==> src/rtl/calc_pkg.sv <==
// Shared types and constants for the calculator keypad-entry controller.
package calc_pkg;

  localparam int BCD_W = 4;

  typedef enum logic [2:0] {
    S_N1    = 3'd0,
    S_OP    = 3'd1,
    S_N2    = 3'd2,
    S_CHAIN = 3'd3,
    S_CALC  = 3'd4,
    S_RES   = 3'd5,
    S_ERR   = 3'd6
  } state_t;

  localparam logic [1:0] OP_ADD = 2'd0;
  localparam logic [1:0] OP_SUB = 2'd1;
  localparam logic [1:0] OP_MUL = 2'd2;
  localparam logic [1:0] OP_DIV = 2'd3;

endpackage

==> src/rtl/calc_operand_reg.sv <==
// BCD operand shift register with saturating digit count, load and clear.
// Backspace support is built only when CALC_BACKSPACE_EN is defined.
module calc_operand_reg
  import calc_pkg::*;
#(
  parameter int DIGITS = 4
) (
  input  logic                      clk,
  input  logic                      reset,
  input  logic                      clr,
  input  logic                      shift,
  input  logic                      load_digit,
  input  logic                      load_word,
  input  logic                      bs,
  input  logic [BCD_W-1:0]          digit,
  input  logic [BCD_W*DIGITS-1:0]   word,
  output logic [BCD_W*DIGITS-1:0]   value
);

  localparam int DATA_W = BCD_W * DIGITS;
  localparam int CW = $clog2(DIGITS + 1);
  localparam logic [CW-1:0] MAX_CNT = CW'(DIGITS);

  logic [CW-1:0] cnt_q;

  // Leading zeros leave the count at 0 so they never consume a digit slot.
  always_ff @(posedge clk) begin
    if (reset || clr) begin
      value <= '0;
      cnt_q <= '0;
    end else if (load_word) begin
      value <= word;
      cnt_q <= '0;
    end else if (load_digit) begin
      value <= DATA_W'(digit);
      cnt_q <= (digit != '0) ? CW'(1) : '0;
    end else if (shift && (cnt_q < MAX_CNT)) begin
      value <= {value[DATA_W-BCD_W-1:0], digit};
      if ((cnt_q != '0) || (digit != '0)) cnt_q <= cnt_q + CW'(1);
    end
`ifdef CALC_BACKSPACE_EN
    else if (bs && (cnt_q != '0)) begin
      value <= value >> BCD_W;
      cnt_q <= cnt_q - CW'(1);
    end
`endif
  end

`ifndef CALC_BACKSPACE_EN
  logic unused_bs;
  assign unused_bs = bs;
`endif

endmodule

==> src/rtl/calc_entry_ctrl.sv <==
// Keypad-entry FSM: collects BCD operands, drives the ALU req/ack handshake
// and selects the display value. Optional backspace: define CALC_BACKSPACE_EN.
module calc_entry_ctrl
  import calc_pkg::*;
#(
  parameter int DIGITS = 4,
  parameter int OP_W   = 2
) (
  input  logic                    clk,
  input  logic                    reset,
  input  logic                    key_valid,
  input  logic                    key_is_num,
  input  logic                    key_is_op,
  input  logic                    key_is_eq,
  input  logic                    key_is_clr,
  input  logic                    key_is_bs,
  input  logic [3:0]              key_num,
  input  logic [OP_W-1:0]         key_op,
  output logic                    alu_req,
  input  logic                    alu_ack,
  input  logic                    alu_err,
  input  logic [BCD_W*DIGITS-1:0] alu_result,
  output logic [BCD_W*DIGITS-1:0] num1,
  output logic [BCD_W*DIGITS-1:0] num2,
  output logic [OP_W-1:0]         operation,
  output logic [BCD_W*DIGITS-1:0] disp_val,
  output logic                    error,
  output logic [2:0]              state
);

  state_t state_q, state_d;
  logic [OP_W-1:0] op_d, pend_q, pend_d;
  logic k_clr, k_eq, k_op, k_num, k_bs;
  logic n1_shift, n1_ld_dig, n1_ld_word, n1_bs;
  logic n2_shift, n2_ld_dig, n2_clr, n2_bs;

  // Key class priority: clr > eq > op > num > bs.
  assign k_clr = key_valid & key_is_clr;
  assign k_eq  = key_valid & ~key_is_clr & key_is_eq;
  assign k_op  = key_valid & ~key_is_clr & ~key_is_eq & key_is_op;
  assign k_num = key_valid & ~key_is_clr & ~key_is_eq & ~key_is_op & key_is_num & (key_num <= 4'd9);
`ifdef CALC_BACKSPACE_EN
  assign k_bs  = key_valid & ~key_is_clr & ~key_is_eq & ~key_is_op & ~key_is_num & key_is_bs;
`else
  assign k_bs  = 1'b0;
  logic unused_bs;
  assign unused_bs = key_is_bs;
`endif

  always_ff @(posedge clk) begin
    if (reset) begin
      state_q   <= S_N1;
      operation <= '0;
      pend_q    <= '0;
    end else begin
      state_q   <= state_d;
      operation <= op_d;
      pend_q    <= pend_d;
    end
  end

  always_comb begin
    state_d    = state_q;
    op_d       = operation;
    pend_d     = pend_q;
    n1_shift   = 1'b0;
    n1_ld_dig  = 1'b0;
    n1_ld_word = 1'b0;
    n1_bs      = 1'b0;
    n2_shift   = 1'b0;
    n2_ld_dig  = 1'b0;
    n2_clr     = 1'b0;
    n2_bs      = 1'b0;
    if (k_clr) begin
      state_d = S_N1;
      op_d    = '0;
      pend_d  = '0;
    end else begin
      unique case (state_q)
        S_N1: begin
          if (k_op) begin
            op_d    = key_op;
            state_d = S_OP;
          end else if (k_num) n1_shift = 1'b1;
          else if (k_bs) n1_bs = 1'b1;
        end
        S_OP: begin
          if (k_op) op_d = key_op;
          else if (k_num) begin
            n2_ld_dig = 1'b1;
            state_d   = S_N2;
          end
        end
        S_N2: begin
          if (k_eq) state_d = S_CALC;
          else if (k_op) begin
            pend_d  = key_op;
            state_d = S_CHAIN;
          end else if (k_num) n2_shift = 1'b1;
          else if (k_bs) n2_bs = 1'b1;
        end
        // Operands are held while waiting; only the ack can move on.
        S_CHAIN: begin
          if (alu_ack) begin
            if (alu_err) state_d = S_ERR;
            else begin
              n1_ld_word = 1'b1;
              n2_clr     = 1'b1;
              op_d       = pend_q;
              state_d    = S_OP;
            end
          end
        end
        S_CALC: begin
          if (alu_ack) begin
            if (alu_err) state_d = S_ERR;
            else begin
              n1_ld_word = 1'b1;
              state_d    = S_RES;
            end
          end
        end
        S_RES: begin
          if (k_eq) state_d = S_CALC;
          else if (k_op) begin
            op_d    = key_op;
            state_d = S_OP;
          end else if (k_num) begin
            n1_ld_dig = 1'b1;
            n2_clr    = 1'b1;
            state_d   = S_N1;
          end
        end
        S_ERR:   state_d = S_ERR;
        default: state_d = S_N1;
      endcase
    end
  end

  calc_operand_reg #(.DIGITS(DIGITS)) u_num1 (
    .clk(clk), .reset(reset), .clr(k_clr),
    .shift(n1_shift), .load_digit(n1_ld_dig), .load_word(n1_ld_word), .bs(n1_bs),
    .digit(key_num), .word(alu_result), .value(num1)
  );

  calc_operand_reg #(.DIGITS(DIGITS)) u_num2 (
    .clk(clk), .reset(reset), .clr(k_clr | n2_clr),
    .shift(n2_shift), .load_digit(n2_ld_dig), .load_word(1'b0), .bs(n2_bs),
    .digit(key_num), .word(alu_result), .value(num2)
  );

  assign alu_req  = (state_q == S_CHAIN) || (state_q == S_CALC);
  assign error    = (state_q == S_ERR);
  assign state    = state_q;
  assign disp_val = (state_q == S_N2) ? num2 : num1;

endmodule

==> config.mk <==
export PLATFORM = sky130hd
export DESIGN_NAME = calc_entry_ctrl
export DESIGN_NICKNAME = d
export VERILOG_FILES = /design/src/rtl/calc_pkg.sv /design/src/rtl/calc_operand_reg.sv /design/src/rtl/calc_entry_ctrl.sv
export SDC_FILE = /design/constraint.sdc
export NUM_CORES = 1
export LEC_CHECK = 0
export ABC_AREA = 1
export ABC_CLOCK_PERIOD_IN_PS = 4900
export CAP_MARGIN = 10
export CELL_PAD_IN_SITES_DETAIL_PLACEMENT = 0
export CELL_PAD_IN_SITES_GLOBAL_PLACEMENT = 2
export CORE_ASPECT_RATIO = 0.75
export CORE_UTILIZATION = 26
export CTS_CLUSTER_SIZE = 40
export DETAILED_ROUTE_END_ITERATION = 6
export HOLD_SLACK_MARGIN = 0.1
export PLACE_DENSITY = 0.85
export SLEW_MARGIN = 30
export SYNTH_ARGS = -nofsm -noshare
export SYNTH_HDL_FRONTEND = slang
export SYNTH_HIERARCHICAL = 1
export SYNTH_SLANG_ARGS = --single-unit
==> constraint.sdc <==
create_clock -name clk -period 4.9 [get_ports clk]
set_clock_uncertainty 0.05 [all_clocks]
set_input_delay 0.98 -clock clk [delete_from_list [all_inputs] [get_ports clk]]
set_output_delay 0.98 -clock clk [all_outputs]
set_load 0.05 [all_outputs]
==> out/metrics.cfg <==
[run_status]
status=finished, final reports clean

[flow_run]
drv_cap=0

[cts]
cts_resized=0
cts_hold_buf=0
root_buffer=clkbuf_16
numCtsBuffers=5
clock_sinks=45
clk_path_buf_depth=2
clkTransAtPathRegs_ns=0.07
clk_latency_ns=0.29
post_cts_buffers=0
cts_tree=built
h-tree-depth=2

[global_route]
grt_max_degree=28
antenna_found_initial=0
grt_pass1_vias=2882
grt_pass1_wl_mm=16.1
overflow=0
track_usage_pct=17.8

[setup_path]
end_kind=output pin
r2r_setup_slack_ns=2.19
arrival_ns=2.39
cp-start-kind=flip-flop
worstReg2RegStart=state[1]
reg2reg_depth=10
endpoint=disp_val[15]
worstSetupPathType=reg2out
worstSetupStartpoint=state[1]
cp_max_fo=18
critical_path_required_ns=3.87
regToRegEndpoint=u_num2/cnt_q[2]

[synth]
yosysWarnings=6
seq_area_frac_synth_pct=30.1
synth_seq_cells=45
synth_top_area_share_pct=30.1
netlist_instances=481
yosys-top-cells-area=dfxtp_1 (30%), nand2_1 (19%), nor2_1 (10%)
synth_cell_types=26
synthesis.nets=517
syn-mean-instance-area_um2=6.23
synth_area_um2=3000
yosysTopAreaCell=dfxtp_1

[power]
power_density_nw_per_um2=266
power.leakage_nw=1.68
ir_drop_mv=0.120

[die]
core_region_area_um2=11100
die_width_um=126
die_area_um2=12000
pin_count=87
die_h_um=95.0
initial_core_util_pct=27.1
fp-row-count=33

[worst_hold_path]
hold_class=reg2reg
min_from=operation[1]

[placement]
place_congestion=0.862
detailed_place_hpwl_mm=8.14
portBuffers=85

[timing]
tightest_slew_ns=0.755
hold_slack_ns=0.421
hold_viol=0
rsz0062_at_grt=no
relSlewSlack_pct=49.6
finalCritPeriodShare_pct=69.9
setup_violations=0
fmax_mhz=292
period_minus_slack_ns=3.42
slew_viol_final=0
tns_ns=0

[finish]
fill_cells=1244
finish.utilization_pct=36.6
multi_input_area_um2=1780
seqCellArea_um2=901
syn_to_final_growth_pct=35.1
final_nets=593
diodes=0
final_layout_size_suffix_gt1_share_pct=11.8

[drt]
remaining_drc_errors=0
drtPass1Iterations=5
vias_per_cell=4.57
drt_iter0_drc=276
ant_nets=0
wl_per_cell_um=14.8
vias=3191
wl_mm=10.3

-- power by group --
| group | internal, W | total, W | leakage (nW) | switching, W |
|---|---|---|---|---|
| sequential | 0.000379 | 0.000401 | 0.365 | 0.0000211 |
| clock | 0.000203 | 0.000357 | 0.0768 | 0.000154 |
| combinational | 0.000103 | 0.000320 | 1.24 | 0.000218 |
| total | 0.000685 | 0.00108 | 1.68 | 0.000393 |
-- final cells by class --
type                       count  area share (%)
multi-input combinational    373            44.1
inverter                      46            4.39
tap                          140            4.33
timing repair buffer          86            21.2
clock buffer                   6            3.43
clock inverter                 2           0.340
sequential                    45            22.2
-- how the worst min path moves through the flow --
stage	endpoint	slack (ns)	depth (start not counted)
after floorplan	u_num1/cnt_q[2]	0.42	2
after global routing	operation[0]	0.45	2
final	operation[1]	0.42	2
after detailed placement	operation[1]	0.41	2
after global placement	operation[1]	0.40	2
after CTS	operation[1]	0.42	2
-- flip-flops by register name, indices dropped and copies added (netlist names) --
signal,flops
u_num1/value,16
u_num2/value,16
state,3
u_num1/cnt_q,3
u_num2/cnt_q,3
operation,2
pend_q,2
-- cell usage in the layout, fill, tap and decap left out --
master,instances
o21ai_1,3
nor2_2,2
clkbuf_16,5
buf_4,1
a21oi_2,18
conb_1,1
dfxtp_1,45
ha_1,4
a22oi_1,6
nand2_1,154
inv_2,7
inv_1,37
inv_4,2
nand2_2,19
nand3_2,2
clkinv_4,1
nand2_4,4
clkbuf_8,1
clkdlybuf4s50_1,85
clkinv_2,1
nor2_4,1
o21a_1,1
nand3_1,32
o21ai_0,25
nor2_8,2
nor2_1,81
a21oi_1,18
-- critical path, stage by stage, from the launching register on --
cell             delay (ns)
dfxtp_1                0.51
nand2_2                0.13
nor2_4                 0.38
nand2_1                0.18
nand2_1                0.09
clkdlybuf4s50_1        0.81
-- through the flow --
stage                     worst slack (ns)  total power (W)  cells  instance area [µm²]
after floorplan                       2.07         0.000618    481                 3000
after global placement                1.31         0.000727    690                 3900
after detailed placement              1.32         0.000725    690                 3900
after CTS                             1.47          0.00109    698                 4050
after global routing                  1.33          0.00114    698                 4050
final                                 1.48          0.00108    698                 4050
-- cells in the mapped netlist --
| cell | number |
|---|---|
| nor2_4 | 1 |
| a21oi_2 | 18 |
| buf_2 | 8 |
| inv_2 | 7 |
| inv_1 | 37 |
| nor2_1 | 82 |
| buf_4 | 4 |
| a22oi_1 | 6 |
| buf_12 | 2 |
| buf_6 | 2 |
| nand2_2 | 19 |
| a21oi_1 | 18 |
| conb_1 | 1 |
| inv_4 | 2 |
| nand2_4 | 4 |
| clkbuf_1 | 1 |
| nand3_1 | 32 |
| nor2_8 | 2 |
| ha_1 | 4 |
| o21ai_0 | 25 |
| dfxtp_1 | 45 |
| o21a_1 | 1 |
| nor2_2 | 1 |
| nand2_1 | 154 |
| nand3_2 | 2 |
| o21ai_1 | 3 |
-- routing by layer --
metal  up-vias  track usage (%)  share of wire [%]
met2        69             26.0                 42
met4         0             4.52               0.85
li1       1666                -                  -
met1      1449             26.7                 53
met3         7             2.95                4.0
met5         -                0                  0
-- kinds of logic after synthesis --
| family | share of synthesized area [%] |
|---|---|
| and+or+nand+nor | 43.0 |
| adders and majority gates | 1.67 |
| AOI/OAI and AO/OA | 14.7 |
| buffers and inverters | 10.5 |
| other | 0.125 |
| DFF | 30.1 |
Power figures use the tool's default switching activity.
